**config.mk**
```make
export PLATFORM = sky130hd
export DESIGN_NAME = fib_share_arb
export DESIGN_NICKNAME = d
export VERILOG_FILES = /design/src/rtl/fib_share_arb.sv
export SDC_FILE = /design/constraint.sdc
export NUM_CORES = 1
export LEC_CHECK = 0
export ABC_AREA = 1
export CORE_MARGIN = 3
export CORE_UTILIZATION = 39
export DETAILED_ROUTE_END_ITERATION = 6
export GPL_TIMING_DRIVEN = 0
export PLACE_DENSITY_LB_ADDON = 0.25
export SYNTH_ARGS = -nofsm -noshare
export SYNTH_HDL_FRONTEND = slang
export SYNTH_SLANG_ARGS = --single-unit
```
**constraint.sdc**
```tcl
create_clock -name clk -period 1.7 [get_ports clk]
set_clock_uncertainty 0.1 [all_clocks]
set_input_delay 0.255 -clock clk [delete_from_list [all_inputs] [get_ports clk]]
set_output_delay 0.255 -clock clk [all_outputs]
set_load 0.005 [all_outputs]
```
**src/rtl/fib_share_arb.sv**
```systemverilog
// Round-robin arbiter sharing one Fibonacci engine among NREQ requesters.
// Optional watchdog abort of a stuck engine: define FIB_ARB_TIMEOUT_EN.
module fib_share_arb #(
   parameter int NREQ = 4,
   parameter int IW   = 5,
   parameter int FW   = 16,
   parameter int TMO  = 63
) (
   input  logic               clk,
   input  logic               reset_n,
   input  logic [NREQ-1:0]    req,
   input  logic [NREQ*IW-1:0] req_idx,
   output logic [NREQ-1:0]    ack,
   output logic [NREQ-1:0]    rsp_valid,
   output logic [FW-1:0]      rsp_data,
   output logic               busy,
   output logic               timeout_err,
   output logic               fib_start,
   output logic [IW-1:0]      fib_i,
   input  logic               fib_ready,
   input  logic               fib_done_tick,
   input  logic [FW-1:0]      fib_f
);

   localparam int PW = $clog2(NREQ);

   typedef enum logic [1:0] {IDLE, ISSUE, WAIT, RESP} state_t;

   state_t         state;
   logic [PW-1:0]  ptr;
   logic [PW-1:0]  gnt;
   logic [PW-1:0]  win;
   logic           win_vld;
   int unsigned    cand;

`ifdef FIB_ARB_TIMEOUT_EN
   logic [7:0]     tmo_cnt;
   logic           tmo_err_q;
   assign timeout_err = tmo_err_q;
`else
   assign timeout_err = 1'b0;
`endif

   // First asserted request at or after the rotating pointer, wrapping.
   always_comb begin
      win     = '0;
      win_vld = 1'b0;
      cand    = 0;
      for (int unsigned k = 0; k < NREQ; k++) begin
         cand = (32'(ptr) + k) % 32'(NREQ);
         if (!win_vld && req[PW'(cand)]) begin
            win_vld = 1'b1;
            win     = PW'(cand);
         end
      end
   end

   always_ff @(posedge clk or negedge reset_n) begin
      if (!reset_n) begin
         state     <= IDLE;
         ptr       <= '0;
         gnt       <= '0;
         fib_i     <= '0;
         rsp_data  <= '0;
         ack       <= '0;
         rsp_valid <= '0;
         fib_start <= 1'b0;
         busy      <= 1'b0;
`ifdef FIB_ARB_TIMEOUT_EN
         tmo_cnt   <= '0;
         tmo_err_q <= 1'b0;
`endif
      end else begin
         ack       <= '0;
         rsp_valid <= '0;
         fib_start <= 1'b0;
`ifdef FIB_ARB_TIMEOUT_EN
         tmo_err_q <= 1'b0;
`endif
         case (state)
            IDLE: begin
               if (win_vld && fib_ready) begin
                  gnt       <= win;
                  fib_i     <= req_idx[win*IW +: IW];
                  ack       <= NREQ'(1) << win;
                  fib_start <= 1'b1;
                  busy      <= 1'b1;
                  state     <= ISSUE;
               end
            end
            ISSUE: begin
`ifdef FIB_ARB_TIMEOUT_EN
               tmo_cnt <= '0;
`endif
               state <= WAIT;
            end
            WAIT: begin
               if (fib_done_tick) begin
                  rsp_data  <= fib_f;
                  rsp_valid <= NREQ'(1) << gnt;
                  state     <= RESP;
               end
`ifdef FIB_ARB_TIMEOUT_EN
               // TMO-1 compare: the counter reads 0 in the first WAIT cycle.
               else if (tmo_cnt == 8'(TMO - 1)) begin
                  rsp_data  <= '0;
                  rsp_valid <= NREQ'(1) << gnt;
                  tmo_err_q <= 1'b1;
                  state     <= RESP;
               end else begin
                  tmo_cnt <= tmo_cnt + 8'd1;
               end
`endif
            end
            RESP: begin
               ptr   <= (gnt == PW'(NREQ - 1)) ? '0 : gnt + 1'b1;
               busy  <= 1'b0;
               state <= IDLE;
            end
            default: state <= IDLE;
         endcase
      end
   end

endmodule

```
Word level (Yosys, flattened, before mapping)
Index checks and enable logic that the tools add are counted.
W data, S select, Z words.
{"block": "op_classes", "n_shift": 3, "mux": 28, "mul": 1, "add_sub_neg": 4, "n_lt_le_gt_ge": 4, "eq_ne": 6, "reduce_logical": 13}
{"operator": "$shiftx A20 B6 Y5", "n": 1}
{"operator": "$mux W4", "n": 4}
{"operator": "$mux W2", "n": 7}
{"operator": "$lt A2 B3 Y1 const B", "n": 4}
{"operator": "$mux W1", "n": 11}
{"operator": "$bmux W1 S2", "n": 4}
{"operator": "$pmux W2 S4", "n": 1}
{"operator": "$reduce_and A2 Y1", "n": 4}
{"operator": "$shl A1 B2 Y4 const A", "n": 2}
{"operator": "$eq A2 B2 Y1 const B", "n": 3}
{"operator": "$mul A2 B3 Y5 const B", "n": 1}
{"operator": "$add A2 B1 Y2 const B", "n": 2}
{"operator": "$add A2 B2 Y2 const B", "n": 2}
{"operator": "$logic_and A1 B1 Y1", "n": 4}
{"operator": "$ne A2 B2 Y1 const B", "n": 2}
{"operator": "$logic_not A1 Y1", "n": 3}
{"operator": "$eq A2 B1 Y1 const B", "n": 1}
{"operator": "$logic_not A2 Y1", "n": 1}
{"operator": "$pmux W1 S2", "n": 1}
{"operator": "$reduce_bool A2 Y1", "n": 1}
{"block": "totals", "inputBits": 44, "elab_cells": 68, "register_bits": 37, "output_inout_bits": 32}

Logic depth before layout (Yosys ltp)
Gate-level depths: netlist of the first run.
{"block": "logic_depth", "word_depth": 15, "depth_mapped": 14, "depth_no_buf": 13}

Worst setup path after synthesis of the first run
Ideal clock, no wire load.
{"block": "synth_path", "kind": "register to register", "start": "register ptr[0]", "end": "register busy", "synth_period_minus_slack_ns": 1.681, "arrival_ns": 1.462, "setup_slack_ns": 0.019, "path_buffers": 1, "path_stages_with_launch": 12, "cell_sequence": "dfrtp_1 buf_6 nand2_1 nand2_1 nand2_2 nand2_2 nor2_4 nand2_2 or2_4 nand3_4 inv_6 o21a_1"}
{"block": "synth_via", "elab_chain_len": 15}
{"item": "start: declaration", "line": "30", "rtl": "logic [PW-1:0] ptr;"}
{"item": "start signal: assignment", "line": "116", "rtl": "ptr <= (gnt == PW'(NREQ - 1)) ? '0 : gnt + 1'b1;"}
{"item": "parallel branches: the longest is 11 deep, another holds $add A2 B1 Y2"}
{"item": "$mux W1 (*)", "line": "51", "rtl": "if (!win_vld && req[PW'(cand)]) begin"}
{"item": "$logic_and A1 B1 Y1 (*)", "line": "82", "rtl": "if (win_vld && fib_ready) begin"}
{"item": "$ne A2 B2 Y1 (no line) (*)"}
{"item": "$reduce_and A2 Y1 (no line) (*)"}
{"item": "end signal: assignment", "line": "68", "rtl": "busy <= 1'b0;"}
{"item": "end signal: assignment", "line": "87", "rtl": "busy <= 1'b1;"}
{"item": "end signal: assignment", "line": "117", "rtl": "busy <= 1'b0;"}
{"item": "end: declaration", "line": "16", "rtl": "output logic busy,"}
Mark *: on every way between the ends. The select of a mux whose other input is x is not followed.
A chain may end at the register's enable or synchronous reset.

Final worst setup path of the first run
Ends and elaborated chain as after synthesis.

==> results of run 1 <==
==> logic make-up after synthesis <==
family / Yosys count
and+or+nand+nor: 119
DFF: 37
buffers and inverters: 27
muxes: 16
AOI/OAI and AO/OA: 8
adders and majority gates: 7
other: 1
==> per-stage QoR <==
stage | util, % | TNS [ns] | cell area, um^2 | total power, mW | hold WS, ns
after floorplan | - | 0 | 1931 | 3.367 | -0.1406
after global placement | 60.31 | -27.24 | 2753 | 4.465 | 0.3807
after detailed placement | 60.20 | -7.115 | 2748 | 4.509 | 0.2852
after CTS | 62.47 | -1.581 | 2851 | 5.148 | 0.3938
after global routing | 66.47 | -3.464 | 3034 | 6.204 | 0.4177
final | 66.47 | -2.052 | 3034 | 5.701 | 0.3839
==> flip-flops by register name (all words and copies together), names as in the netlist <==
name / count
rsp_data: 16
fib_i: 5
ack: 4
rsp_valid: 4
gnt: 2
ptr: 2
state: 2
busy: 1
fib_start: 1
==> layer usage <==
metal / global-route usage, % / part of all wire, % / vias up
li1: - / - / 855
met2: 24.87 / 50 / 55
met1: 20.29 / 43 / 759
met4: 5.978 / 2.1 / 0
met3: 4.019 / 5.3 / 9
met5: 0 / 0 / -
==> Yosys cell counts (all sizes together) <==
cell type and n:
nand2 71, dfrtp 37, nand3 33, inv 20, mux2 16, nor2 14, ha 7, buf 5
o21ai 5, a21oi 2, clkbuf 2, conb 1, o21a 1, or2 1
==> repair_timing <==
action,CTS,global route
buffers inserted,0,4
endpoints found under the hold margin,37,0
gates resized for setup,3,44
setup endpoints to repair,30,15
cloned,0,1
pin swaps,0,18
hold buffers,1,0
==> how the worst max path moves through the flow <==
| stage | start | to | slack [ns] | depth (start not counted) |
|---|---|---|---|---|
| global route | ptr[0]$_DFFE_PN0P_ | fib_i[2]$_DFFE_PN0P_ | -0.28 | 14 |
| floorplan | ptr[0]$_DFFE_PN0P_ | busy$_DFFE_PN0P_ | 0.02 | 11 |
| finish | ptr[0]$_DFFE_PN0P_ | busy$_DFFE_PN0P_ | -0.18 | 11 |
| global placement | reset_n | fib_i[1]$_DFFE_PN0P_ | -0.55 | 1 |
| CTS | ptr[0]$_DFFE_PN0P_ | fib_i[2]$_DFFE_PN0P_ | -0.18 | 13 |
| detailed placement | req[2] | fib_i[2]$_DFFE_PN0P_ | -0.43 | 13 |
==> power breakdown <==
| group | switching (mW) | internal (mW) | leakage (nW) |
|---|---|---|---|
| Sequential | 0.226 | 1.27 | 0.459 |
| Clock | 0.272 | 0.321 | 0.0443 |
| Combinational | 1.83 | 1.78 | 0.917 |
==> worst reg2reg max path, delay by kind of cell, from the launching register on <==
kind | cells | cell delay, ns
flip-flops | 1 | 0.45
AO/OA/AOI/OAI | 1 | 0.17
buffers and inverters | 2 | 0.23
AND/OR/NAND/NOR | 8 | 0.84
==> cell type report <==
class	instances	area share (%)
well taps	65	2.680
inverters	20	2.887
clock buffers	7	2.845
multi-input cells	151	32.74
plain buffers	7	2.186
flip-flops and latches	37	30.60
repair buffers	80	26.06
==> impl_metrics.csv, run 1 <==
group,metric,value,unit
floorplanning,ios,76,
synthesis,yosys.area_share.adder,4.537,%
layout,drive_gt1_share,28.48,%
synthesis,synthMuxAreaShare,9.332,%
layout,nets,353,
setup_path,path_delay_family,"simple AND/OR/NAND/NOR gates",
setup_path,r2r_cells,11,
sta,fmax,530.9,MHz
synthesis,synth-simple-area-share,29.03,%
run_status,status,"finished, violations left",
setup_path,cp.arrival,1.95,ns
clock_tree,clock_latency,0.28,ns
detailed_routing,postRouteAntennaNets,0,
synthesis,synth_xor_area_share,0,%
power_and_ir_drop,ir_worst_vdd,1.197,mV
clock_tree,cts_buffer_depth,2,
synthesis,synth_top_area_share,47.96,%
setup_path,rrSetupSlack,-0.18,ns
synthesis,synth_nets,266,
floorplanning,placementRows,24,
place,routabilityCongestion,0.8153,
layout,diodes,0,
setup_path,crit_slowest_cell,"dfrtp_2",
layout,multi_input_area,993.5,um^2
detailed_routing,drc,0,
clock_tree,clkTransAtPathRegs,0.07,ns
synthesis,synth-warning-count,0,
sta,fin_crit_sh,110.8,%
setup_path,crit_top_cell,"nand2_2",
setup_path,path_class,"flip-flop to flip-flop",
sta,fin_ws,-0.1835,ns
flow_run,maxCapViolations,0,
layout,area_delta_synth_final,57.16,%
setup_path,path_cells,"buf_6, nand2_2, nand2_2, nand2_2, nand2_2, nor2_4, nand2_2, or2_4, nand3_4, inv_8, o21a_1",
setup_path,rr_startpoint,"ptr[0]$_DFFE_PN0P_",
synthesis,avgSynthCellArea,8.980,um^2
detailed_routing,vias,1678,
detailed_routing,routed_wl,4.557,mm
place,post-place-cells,354,
synthesis,yosysTopAreaCell,"dfrtp_1",
layout,mostFrequentLayoutCell,"clkdlybuf4s50_1",
worst_hold_path,hold_end,"fib_i[2]$_DFFE_PN0P_",
power_and_ir_drop,power.leakage,1.420,nW
synthesis,synth_area,1931,um^2
synthesis,synth_compound_gate_area_share,2.203,%
global_route,antenna_found_initial,0,
place,dp_hpwl,3.221,mm
clock_tree,cts_sinks,37,
setup_path,cp.required,1.77,ns
sta,rsz0062_at_grt,"true",
setup_path,cp_slowest_stage_delay,0.45,ns
sta,final_hold_viol_count,0,
detailed_routing,viasPerCell,4.572,
worst_hold_path,whs_path_depth,2,
detailed_routing,drt_pass1_iterations,5,
global_route,grt_usage,15.58,%
synthesis,ys_seq_area_share,47.96,%
setup_path,crit_path_start_kind,"flip-flop",
setup_path,r2r-end,"busy$_DFFE_PN0P_",
sta,worstMarginPinSlew,0.7816,ns
sta,finalMaxSlewViolations,0,
clock_tree,cts_tree,"done",
place,place_worst_setup_slack,-0.4269,ns
clock_tree,clockRootBuffer,"clkbuf_8",
global_route,overflow,0,
synthesis,yosys_register_bits,37,
detailed_routing,drtIter0Drc,36,
global_route,grt_pass1_vias,1603,
global_route,grt_max_degree,38,
worst_hold_path,min_from,"fib_i[2]$_DFFE_PN0P_",
layout,register_area,928.4,um^2
synthesis,synthCells,215,
synthesis,synth.area.top_cells,"dfrtp_1, nand2_1, mux2_2",
layout,layout_common_cells,"clkdlybuf4s50_1, nand2_1, dfrtp_1, nand2_2, nand3_1",
clock_tree,h-tree-depth,2,
clock_tree,numCtsBuffers,5,
setup_path,path_max_fanout,10,
sta,period_minus_slack,1.884,ns
worst_hold_path,min_path_type,"flip-flop to flip-flop",
floorplanning,chipWidth,76.36,um
floorplanning,start_util,42.30,%
synthesis,synth_top_family_by_area,"simple AND/OR/NAND/NOR gates",
place,numPortBuffers,74,
global_route,grt_first_pass_wirelength,7.403,mm
floorplanning,die_area,5831,um^2
run_status,violations,"negative setup slack",
setup_path,crit_buf_inv,2,
setup_path,end_kind,"flip-flop",
floorplanning,core,4564,um^2
sta,maxSlewHeadroom,47.89,%
detailed_routing,wl_per_cell,12.42,um
layout,finalNonFillerCells,367,
layout,fill_cells,373,
floorplanning,chipHeight,76.36,um
synthesis,synth.distinct_cells,24,
sta,setup_viol,15,
power_and_ir_drop,power_density,1879,nW/um^2
Power figures use the tool's default switching activity.
==> inputs of run 2 (changes only) <==
Settings changed: ABC_CLOCK_PERIOD_IN_PS set to 1700.
==> results of run 2 <==
Final layout, timing and power as in run 1 (identical DEF).
